## src/rtl/flash_burst_sample_reader.sv

```systemverilog
// Streams a flash word-address window to the audio path: Avalon-MM burst reads into a
// word FIFO, unpacked into SAMPLE_W-bit samples on a valid/ready handshake.
module flash_burst_sample_reader #(
  parameter int unsigned ADDR_W     = 23,
  parameter int unsigned SAMPLE_W   = 16,
  parameter int unsigned BURST_LEN  = 4,
  parameter int unsigned FIFO_DEPTH = 8
) (
  input  logic                         clk,
  input  logic                         reset,
  input  logic                         start,
  input  logic                         dir,
  input  logic [ADDR_W-1:0]            start_addr,
  input  logic [ADDR_W-1:0]            end_addr,
  output logic                         flash_mem_read,
  output logic [ADDR_W-1:0]            flash_mem_address,
  output logic [$clog2(BURST_LEN):0]   flash_mem_burstcount,
  input  logic                         flash_mem_waitrequest,
  input  logic [31:0]                  flash_mem_readdata,
  input  logic                         flash_mem_readdatavalid,
  output logic [SAMPLE_W-1:0]          sample_out,
  output logic                         sample_valid,
  input  logic                         sample_ready,
  output logic                         busy,
  output logic                         wrap_pulse,
  output logic [2:0]                   state
);

  localparam int unsigned SPW   = 32 / SAMPLE_W;
  localparam int unsigned K_W   = (SPW > 1) ? $clog2(SPW) : 1;
  localparam int unsigned PTR_W = $clog2(FIFO_DEPTH);
  localparam int unsigned CNT_W = PTR_W + 1;
  localparam int unsigned BC_W  = $clog2(BURST_LEN) + 1;

  typedef enum logic [2:0] {
    IDLE = 3'd0,
    REQ  = 3'd1,
    RECV = 3'd2,
    STOP = 3'd3
  } state_t;

  state_t             state_q, state_d;
  logic               dir_q, dir_d;
  logic [ADDR_W-1:0]  lo_q, lo_d, hi_q, hi_d, cur_q, cur_d;
  logic               read_q, read_d;
  logic [ADDR_W-1:0]  addr_q, addr_d;
  logic [BC_W-1:0]    bc_q, bc_d, beat_q, beat_d;
  logic               wrap_q, wrap_d;

  logic [31:0]        mem [FIFO_DEPTH];
  logic [PTR_W-1:0]   wr_ptr_q, rd_ptr_q;
  logic [CNT_W-1:0]   count_q;
  logic [K_W-1:0]     k_q;

  logic [ADDR_W:0]    remain;
  logic [BC_W-1:0]    burst_len;
  logic [CNT_W-1:0]   free_slots;
  logic               fifo_wr, fifo_pop, k_last, take;
  logic [K_W-1:0]     lane_idx;
  logic [31:0]        head;
  logic [SAMPLE_W-1:0] lanes [SPW];

  // Forward bursts are clipped so they never run past the window end.
  assign remain     = {1'b0, hi_q} - {1'b0, cur_q} + (ADDR_W+1)'(1);
  assign free_slots = CNT_W'(FIFO_DEPTH) - count_q;

  always_comb begin
    if (dir_q)
      burst_len = BC_W'(1);
    else if (remain < (ADDR_W+1)'(BURST_LEN))
      burst_len = BC_W'(remain);
    else
      burst_len = BC_W'(BURST_LEN);
  end

  always_comb begin
    state_d = state_q;
    dir_d   = dir_q;
    lo_d    = lo_q;
    hi_d    = hi_q;
    cur_d   = cur_q;
    read_d  = read_q;
    addr_d  = addr_q;
    bc_d    = bc_q;
    beat_d  = beat_q;
    wrap_d  = 1'b0;
    unique case (state_q)
      IDLE: begin
        if (start && (start_addr <= end_addr)) begin
          dir_d   = dir;
          lo_d    = start_addr;
          hi_d    = end_addr;
          cur_d   = dir ? end_addr : start_addr;
          state_d = REQ;
        end
      end
      REQ: begin
        if (read_q) begin
          if (!flash_mem_waitrequest) begin
            read_d  = 1'b0;
            beat_d  = '0;
            state_d = RECV;
            // Wrap is decided against the bound before updating, so 0/max addresses cannot alias.
            if (dir_q) begin
              if (cur_q == lo_q) begin
                cur_d  = hi_q;
                wrap_d = 1'b1;
              end else begin
                cur_d = cur_q - ADDR_W'(1);
              end
            end else begin
              if ((hi_q - cur_q) < ADDR_W'(bc_q)) begin
                cur_d  = lo_q;
                wrap_d = 1'b1;
              end else begin
                cur_d = cur_q + ADDR_W'(bc_q);
              end
            end
          end
        end else if (!start) begin
          state_d = STOP;
        end else if (free_slots >= CNT_W'(burst_len)) begin
          read_d = 1'b1;
          addr_d = cur_q;
          bc_d   = burst_len;
        end
      end
      RECV: begin
        if (flash_mem_readdatavalid) begin
          beat_d = beat_q + BC_W'(1);
          if (beat_q == bc_q - BC_W'(1))
            state_d = start ? REQ : STOP;
        end
      end
      STOP:    state_d = IDLE;
      default: state_d = IDLE;
    endcase
  end

  always_ff @(posedge clk) begin
    if (reset) begin
      state_q <= IDLE;
      dir_q   <= 1'b0;
      lo_q    <= '0;
      hi_q    <= '0;
      cur_q   <= '0;
      read_q  <= 1'b0;
      addr_q  <= '0;
      bc_q    <= '0;
      beat_q  <= '0;
      wrap_q  <= 1'b0;
    end else begin
      state_q <= state_d;
      dir_q   <= dir_d;
      lo_q    <= lo_d;
      hi_q    <= hi_d;
      cur_q   <= cur_d;
      read_q  <= read_d;
      addr_q  <= addr_d;
      bc_q    <= bc_d;
      beat_q  <= beat_d;
      wrap_q  <= wrap_d;
    end
  end

  assign fifo_wr      = (state_q == RECV) && flash_mem_readdatavalid;
  assign sample_valid = (count_q != '0);
  assign take         = sample_valid && sample_ready;
  assign k_last       = (k_q == K_W'(SPW - 1));
  assign fifo_pop     = take && k_last;

  always_ff @(posedge clk) begin
    if (fifo_wr)
      mem[wr_ptr_q] <= flash_mem_readdata;
  end

  always_ff @(posedge clk) begin
    if (reset) begin
      wr_ptr_q <= '0;
      rd_ptr_q <= '0;
      count_q  <= '0;
      k_q      <= '0;
    end else begin
      if (fifo_wr)
        wr_ptr_q <= wr_ptr_q + PTR_W'(1);
      if (fifo_pop)
        rd_ptr_q <= rd_ptr_q + PTR_W'(1);
      if (fifo_wr && !fifo_pop)
        count_q <= count_q + CNT_W'(1);
      else if (!fifo_wr && fifo_pop)
        count_q <= count_q - CNT_W'(1);
      if (take)
        k_q <= k_last ? '0 : k_q + K_W'(1);
    end
  end

  assign head     = mem[rd_ptr_q];
  assign lane_idx = dir_q ? (K_W'(SPW - 1) - k_q) : k_q;

  always_comb begin
    for (int unsigned i = 0; i < SPW; i++)
      lanes[i] = head[i*SAMPLE_W +: SAMPLE_W];
  end

  assign sample_out           = sample_valid ? lanes[lane_idx] : '0;
  assign flash_mem_read       = read_q;
  assign flash_mem_address    = addr_q;
  assign flash_mem_burstcount = bc_q;
  assign busy                 = (state_q != IDLE);
  assign wrap_pulse           = wrap_q;
  assign state                = state_q;

endmodule
```

## config.mk

```make
export PLATFORM = sky130hd
export DESIGN_NAME = flash_burst_sample_reader
export DESIGN_NICKNAME = d
export VERILOG_FILES = /design/src/rtl/flash_burst_sample_reader.sv
export SDC_FILE = /design/constraint.sdc
export NUM_CORES = 1
export LEC_CHECK = 0
export BUFFER_PORTS_ARGS = -buffer_cell sky130_fd_sc_hd__clkbuf_2
export CAP_MARGIN = 20
export CELL_PAD_IN_SITES_DETAIL_PLACEMENT = 1
export CELL_PAD_IN_SITES_GLOBAL_PLACEMENT = 1
export CORE_MARGIN = 2
export CORE_UTILIZATION = 54
export CTS_CLUSTER_SIZE = 30
export DETAILED_ROUTE_END_ITERATION = 8
export PLACE_DENSITY_LB_ADDON = 0.1
export SYNTH_ARGS = -nofsm -noshare
export SYNTH_HDL_FRONTEND = slang
export SYNTH_SLANG_ARGS = --single-unit
```

## constraint.sdc

```tcl
create_clock -name clk -period 8.6 [get_ports clk]
set_input_delay 0.43 -clock clk [delete_from_list [all_inputs] [get_ports clk]]
set_output_delay 0.43 -clock clk [all_outputs]
set_load 0.1 [all_outputs]
```

==> flow_metrics.env, run 1 <==
export IMPL_grt_setup_unrepaired="no"
export IMPL_cp_end_kind="flip-flop"
export IMPL_gr_total_overflow=0
export IMPL_ys_warnings_count=0
export IMPL_crit_fanout=50
export IMPL_min_to="mem[2][17]"
export IMPL_cts_setup_buffers=0
export IMPL_wl_per_cell_um=28.3
export IMPL_vias_per_cell=6.43
export IMPL_hp_class="in -> reg"
export IMPL_holdWs_ns=0.145
export IMPL_r2r_end="flash_mem_address[17]"
export IMPL_synth_compound_area_share=0.117
export IMPL_grt_usage=0.355
export IMPL_routed_wl_um=69100
export IMPL_regToRegStartpoint="cur_q[13]"
export IMPL_grt_antenna_before_repair=0
export IMPL_muxShareOfSynthArea=0.116
export IMPL_avgSynthCellArea_um2=11.4
export IMPL_place_congestion=0.976
export IMPL_root_buffer="clkbuf_16"
export IMPL_ff2ff_setup_slack_ns=2.14
export IMPL_p_switching_mw=1.80
export IMPL_cts_made_buffers=39
export IMPL_slew_headroom=0.273
export IMPL_grt_pass1_wl_um=103000
export IMPL_fp_row_count=71
export IMPL_synthXorXnorAreaFrac=0.0417
export IMPL_drt_iter0_drc=1395
export IMPL_vias=15711
export IMPL_tns_ns=0
export IMPL_setup_viol=0
export IMPL_synthesis_nets=1998
export IMPL_syn2layout_area_growth_pct=11.9
export IMPL_die_width_um=199
export IMPL_synth_distinct_cells=84
export IMPL_clockBufferDepth=3
export IMPL_ir_worst_vdd_mv=0.249
export IMPL_io_buffers=132
export IMPL_synth_top_family_by_area="simple AND/OR/NAND/NOR gates"
export IMPL_synth_seq_area_share=0.489
export IMPL_grt_pass1_vias=16583
export IMPL_cts_resized_gates=0
export IMPL_drive_gt1_frac=0.173
export IMPL_cts_tree="built"
export IMPL_dr_pass1_iters=7
export IMPL_synth_ff_type="edfxtp_1"
export IMPL_internal_power_mw=3.42
export IMPL_hold_viol_final=0
export IMPL_sequentialPowerShare=0.388
export IMPL_dpl_hpwl_um=45600
export IMPL_synth_simple_area_share=0.124
export IMPL_die_h_um=199
export IMPL_drv_cap=0
export IMPL_die_area_um2=39600
export IMPL_hp_start="flash_mem_readdata[17]"
export IMPL_reg2reg_depth=21
export IMPL_p_comb_frac=0.289
export IMPL_htreeDepth=2
export IMPL_grt_max_degree=77
export IMPL_clock_latency_ns=0.57
export IMPL_core_um2=37600
export IMPL_syn_inst=1805
export IMPL_nNetsFinal=2095
export IMPL_drcViolationCount=0
export IMPL_synthAdderAreaFrac=0.0739
export IMPL_slew_viol_final=0
export IMPL_holdPathStages=1
export IMPL_path_class="reg -> reg"
export IMPL_tightestPinTransition_ns=1.09
export IMPL_powerDensity_nw_per_um2=227
export IMPL_p_leak_nw=8.47
export IMPL_skew_ns=0.0218
export IMPL_startpoint_type="flip-flop"
export IMPL_regArea_um2=10000
export IMPL_num_io_pins=134
export IMPL_period_needed_ns=6.46
export IMPL_fillerInstances=3869
export IMPL_power_share_clock=0.323
export IMPL_status="completed"
export IMPL_cts_sinks=373
export IMPL_crit_arrival_ns=6.88
export IMPL_async_reset_ff_frac=0
export IMPL_postLayoutCoreUtil=0.611
export IMPL_synth_seq_cells=373
export IMPL_initial_core_util=0.546
export IMPL_synth_edf_count=256
export IMPL_fmax_mhz=155
export IMPL_synth_area_um2=20500
export IMPL_hold_buffers=0
export IMPL_multiInputGateArea_um2=9810
export IMPL_crit_required_ns=9.01
export IMPL_clk_pin_slew_worst_paths_ns=0.07
export IMPL_sw_frac_of_total=0.345
export IMPL_n_antenna_cell=0
export IMPL_ant_nets=0
export IMPL_period_share=0.752
how the worst max path moves through the flow:
stage	startpoint	to	slack (ns)
3_5_place_dp	cur_q[13]	flash_mem_address[17]	2.24
4_1_cts	cur_q[13]	flash_mem_address[17]	2.11
5_1_grt	cur_q[4]	flash_mem_address[17]	1.70
2_1_floorplan	cur_q[4]	flash_mem_address[0]	3.11
6_report	cur_q[13]	flash_mem_address[17]	2.14
3_3_place_gp	cur_q[13]	flash_mem_address[8]	2.61
power groups by stage:
stage	Clock, mW	Combinational (mW)	Sequential (mW)
2_1_floorplan	0	1.04	2.06
3_3_place_gp	0	1.43	2.06
3_5_place_dp	0	1.46	2.06
4_1_cts	1.70	1.48	2.03
5_1_grt	1.76	1.63	2.03
6_report	1.69	1.51	2.03
critical path, cell delays in order (launching register included):
cell and delay [ns]:
dfxtp_1 0.44, inv_1 0.25, ha_1 0.23, inv_1 0.06, fa_1 0.73, nor2b_1 0.13, or2_2 0.33, a2111oi_0 0.55
nand3b_1 0.15, nor4_1 0.27, nand4_1 0.13, nor4_1 0.29, nand4bb_1 0.13, or4b_1 0.64, ha_1 0.36, a21oi_1 0.20
nor2b_1 0.11, o311ai_4 0.34, buf_4 0.53, nor2_1 0.12, a21oi_1 0.21, nor2_1 0.12
layout make-up:
cell class / instances / share of cell area
Sequential cell: 373 / 0.437
Multi-Input combinational cell: 1227 / 0.427
Clock buffer: 47 / 0.0460
Timing Repair Buffer: 152 / 0.0363
Tap cell: 511 / 0.0278
Inverter: 109 / 0.0178
Clock inverter: 24 / 0.00774
cells in the final DEF, fill, tap and decap left out, types with 11 or more instances in the layout:
cell type,instances
nand3_1,38
a311oi_1,16
and2_1,18
dfxtp_1,115
clkbuf_16,40
nor2b_1,22
ha_1,86
nor3_1,28
o21ai_0,63
inv_1,104
a21o_1,16
buf_4,20
fa_1,22
a211oi_1,19
xnor2_1,65
mux4_2,80
xor2_1,29
or4_1,11
nand2b_1,21
edfxtp_1,256
clkbuf_2,131
nor4_1,24
nand2_1,82
mux2i_1,52
nand4_1,19
clkinv_1,14
a21oi_1,124
nor2_1,198
stage by stage:
step	cell area, um^2	cells	setup WS (ns)	total power [mW]
6_report	23000	2443	2.14	5.22
2_1_floorplan	20500	1805	3.11	3.09
5_1_grt	23000	2443	1.70	5.41
4_1_cts	23000	2443	2.11	5.21
3_3_place_gp	21700	2371	2.61	3.49
3_5_place_dp	21700	2372	2.24	3.53
state kept, by name (all words and copies together) (netlist names), named ones only:
name and count:
beat_q 3, count_q 4, cur_q 23, dir_q 1, flash_mem_address 23, flash_mem_burstcount 3, flash_mem_read 1, hi_q 23
k_last 1, lo_q 23, mem 256, rd_ptr_q 3, state 2, wr_ptr_q 3, wrap_pulse 1
kinds of logic (layout without fill, tap and decap cells):
| family | Yosys count | in the layout |
|---|---|---|
| simple gates | 520 | 520 |
| flops | 373 | 373 |
| compound gates | 365 | 365 |
| buf+inv | 205 | 332 |
| mux | 137 | 137 |
| fa+ha+maj | 108 | 108 |
| xor+xnor | 96 | 96 |
| other cells | 1 | 1 |
Yosys cell counts (all sizes together) (7+ instances only):
cell	number	area share
nor4	26	0.0090
or2	8	0.0024
o32ai	10	0.0043
inv	104	0.019
buf	19	0.0041
and2	18	0.0055
nand2b	21	0.0064
or3	9	0.0027
nand4	19	0.0058
nand3	38	0.0093
nor2	204	0.037
dfxtp	117	0.11
a21oi	125	0.031
o31ai	8	0.0029
xnor2	65	0.028
o211ai	7	0.0026
ha	86	0.052
or4	12	0.0046
edfxtp	256	0.37
a21o	16	0.0059
a211oi	21	0.0082
o21bai	9	0.0033
xor2	30	0.013
mux2i	52	0.025
nor3	32	0.0083
a311oi	17	0.0076
fa	22	0.021
clkbuf	77	0.014
nand3b	7	0.0026
nor2b	23	0.0070
nand2	82	0.015
mux4	80	0.088
o31a	10	0.0043
a31oi	9	0.0027
o21ai	68	0.017
metal layers:
layer / GRT usage / vias up / part of all wire
li1: - / 6898 / -
met1: 0.426 / 7900 / 0.38
met2: 0.608 / 689 / 0.50
met3: 0.0585 / 224 / 0.059
met4: 0.204 / 0 / 0.062
met5: 0 / - / 0
(Power assumes the default switching activity.)
==> run 2, diff against run 1 <==
Settings changed: ABC_AREA set to 1, CORE_UTILIZATION 54 to 47.
Clock period 8.6 ns to 6.8 ns, I/O delays scaled along.
==> run 2 against run 1 <==
Compared with the run above:
- clock skew shrank 0.0048 ns
- non-clock buffer count increased by 1
- core utilization is 8.1 points lower
- final cell count increased by 31%
- die area is 19% higher
- critical path depth increased by 6
- sequential cell count did not move
- area after synthesis rose by 4.0%
- wire length grew 3.0%
- first-iteration DRC count down 19%
- largest power group is now combinational logic
- highest routed layer unchanged
==> flow_metrics.env, run 2 <==
export IMPL_status="completed"
export IMPL_cts_made_buffers=41
export IMPL_grt_setup_unrepaired="no"
export IMPL_yosysTopAreaCell="edfxtp_1"
export IMPL_n_antenna_cell=0
export IMPL_tns_ns=0
export IMPL_slew_headroom=0.336
export IMPL_core_um2=45100
export IMPL_fmax_mhz=188
export IMPL_gr_total_overflow=0
export IMPL_powerDensity_nw_per_um2=407
export IMPL_nNetsFinal=2767
export IMPL_fin_cells=3207
export IMPL_synth_seq_cells=373
export IMPL_crit_arrival_ns=5.83
export IMPL_period_share=0.783
export IMPL_ant_nets=0
export IMPL_routed_wl_um=71200
export IMPL_fin_total_pwr_mw=9.73
export IMPL_vias=18149
export IMPL_dpl_cell_count=3131
export IMPL_wl_per_cell_um=22.2
export IMPL_power_share_clock=0.234
export IMPL_cp_end_kind="flip-flop"
export IMPL_largest_register="mem"
export IMPL_cts_setup_buffers=0
export IMPL_hold_buffers=0
export IMPL_place_congestion=0.941
export IMPL_synth_edf_count=256
export IMPL_largest_reg_flops=256
export IMPL_mostFrequentLayoutCells="nand2_1, inv_1, o21ai_0"
export IMPL_grt_antenna_before_repair=0
export IMPL_cts_resized_gates=0
export IMPL_drcViolationCount=0
export IMPL_drv_cap=0
export IMPL_die_width_um=217
export IMPL_synth_area_leaders="edfxtp_1, dfxtp_1, nand2_1, inv_1, o21ai_0"
export IMPL_slew_viol_final=0
export IMPL_crit_fanout=51
export IMPL_ir_worst_vdd_mv=0.303
export IMPL_tightestPinTransition_ns=0.996
export IMPL_synthTopCellsByCount="nand2_1, inv_1, o21ai_0, edfxtp_1, a21oi_1"
export IMPL_sequentialPowerShare=0.293
export IMPL_hp_class="in -> reg"
export IMPL_die_h_um=217
export IMPL_dpl_hpwl_um=52000
export IMPL_die_area_um2=47200
export IMPL_syn_inst=2496
export IMPL_startpoint_type="flip-flop"
export IMPL_synth_seq_area_share=0.470
export IMPL_clock_latency_ns=0.59
export IMPL_path_class="reg -> reg"
export IMPL_synth_ff_type="edfxtp_1"
export IMPL_holdWs_ns=0.0421
export IMPL_grt_usage=0.302
export IMPL_p_leak_nw=9.84
export IMPL_ys_warnings_count=0
export IMPL_avgSynthCellArea_um2=8.56
export IMPL_drive_gt1_frac=0.0970
export IMPL_io_buffers=132
export IMPL_async_reset_ff_frac=0
export IMPL_synthesis_nets=2689
export IMPL_fillerInstances=5446
export IMPL_multiInputGateArea_um2=9500
export IMPL_grt_pass1_wl_um=108000
export IMPL_cts_tree="built"
export IMPL_fp_row_count=78
export IMPL_initial_core_util=0.474
export IMPL_synth_distinct_cells=49
export IMPL_clockBufferDepth=3
export IMPL_root_buffer="clkbuf_16"
export IMPL_clk_pin_slew_worst_paths_ns=0.06
export IMPL_synth_area_um2=21400
export IMPL_drt_iter0_drc=1130
export IMPL_hold_viol_final=0
export IMPL_p_switching_mw=4.54
export IMPL_grt_pass1_vias=19004
export IMPL_layout_commonest_cell="nand2_1"
export IMPL_skew_ns=0.0170
export IMPL_htreeDepth=2
export IMPL_grt_max_degree=209
export IMPL_dr_pass1_iters=5
export IMPL_period_needed_ns=5.32
export IMPL_crit_required_ns=7.30
export IMPL_synth_top_area_share=0.360
export IMPL_cts_sinks=373
export IMPL_p_comb_frac=0.472
export IMPL_vias_per_cell=5.66
export IMPL_setup_viol=0
export IMPL_sw_frac_of_total=0.467
export IMPL_num_io_pins=134
export IMPL_synth_most_common_cell="nand2_1"
export IMPL_syn2layout_area_growth_pct=12.0
export IMPL_internal_power_mw=5.18
export IMPL_regArea_um2=10000
[run 2: cell types whose count changed after synthesis, moves of 44 or more]
cell / previous run / this run
nor2_1: 204 / 144
o21ai_0: 63 / 266
inv_1: 104 / 369
nand2_1: 82 / 378
mux4_2: 80 / 0
xnor2_1: 65 / 15
nand3_1: 38 / 142
o211ai_1: 7 / 51
a21oi_1: 124 / 237
[run 2: per-layer routing]
metal / routed length [um] / vias up / track usage
met3: 2740 / 158 / 0.0310
met4: 4400 / 0 / 0.178
li1: - / 8648 / -
met2: 36600 / 436 / 0.550
met5: 0 / - / 0
met1: 27400 / 8907 / 0.344
[run 2: kinds of logic after synthesis]
kind of cell	count (synthesis)	synth area share
AO/OA/AOI/OAI	615	0.157
XOR/XNOR	64	0.0266
adder cells (fa/ha/maj)	108	0.0710
buffers and inverters	493	0.0890
flip-flops	373	0.470
multiplexers	48	0.0225
other	1	0.000176
AND/OR/NAND/NOR	794	0.164
[run 2: critical path, stage by stage (launching register included)]
cell	delay (ns)
dfxtp_1	0.65
inv_1	0.25
ha_1	0.27
inv_1	0.08
fa_1	0.51
nor2_1	0.31
inv_1	0.10
nor3_1	0.40
nand3_1	0.27
nand3_1	0.15
nand2_1	0.06
nand2_1	0.08
nand3_1	0.07
nor2_1	0.09
nand3_1	0.12
nor2_1	0.15
nand2_1	0.09
nand2_1	0.07
ha_1	0.13
inv_1	0.04
a21boi_0	0.17
o21ai_0	0.13
o211ai_1	0.11
nand2_1	0.12
inv_1	0.09
buf_4	0.40
o21ai_0	0.14
a21oi_1	0.17
[run 2: power by group through the flow]
| stage | Sequential [mW] | Clock (mW) | Combinational, mW |
|---|---|---|---|
| 6_report | 2.85 | 2.28 | 4.59 |
| 5_1_grt | 2.87 | 2.40 | 5.07 |
| 4_1_cts | 2.85 | 2.32 | 4.58 |
| 3_5_place_dp | 2.89 | 0 | 4.55 |
| 3_3_place_gp | 2.89 | 0 | 4.45 |
| 2_1_floorplan | 3.09 | 0 | 3.01 |
[run 2: worst paths after layout]
path / end / cells past startpoint / startpoint / slack (ns)
worst min-delay path: mem[0][28] / 1 / flash_mem_readdata[28] / 0.04
worst max-delay path: flash_mem_address[14] / 27 / cur_q[13] / 1.48
worst min register to register: rd_ptr_q[2] / 1 / rd_ptr_q[2] / 0.47
worst max register to register: flash_mem_address[14] / 27 / cur_q[13] / 1.48
[run 2: per-stage QoR]
stage	instance area (um^2)	worst slack [ns]	util
2_1_floorplan	21400	2.25	-
3_3_place_gp	22500	1.77	0.500
3_5_place_dp	22500	1.67	0.500
4_1_cts	23900	1.64	0.530
5_1_grt	23900	1.06	0.530
6_report	23900	1.48	0.530
[run 2: cell type report]
class | count | share of cell area
clock buffers | 58 | 0.0472
clock inverters | 18 | 0.0107
inverters | 375 | 0.0589
multi-input cells | 1630 | 0.397
flip-flops and latches | 373 | 0.420
well taps | 600 | 0.0314
repair buffers | 153 | 0.0347
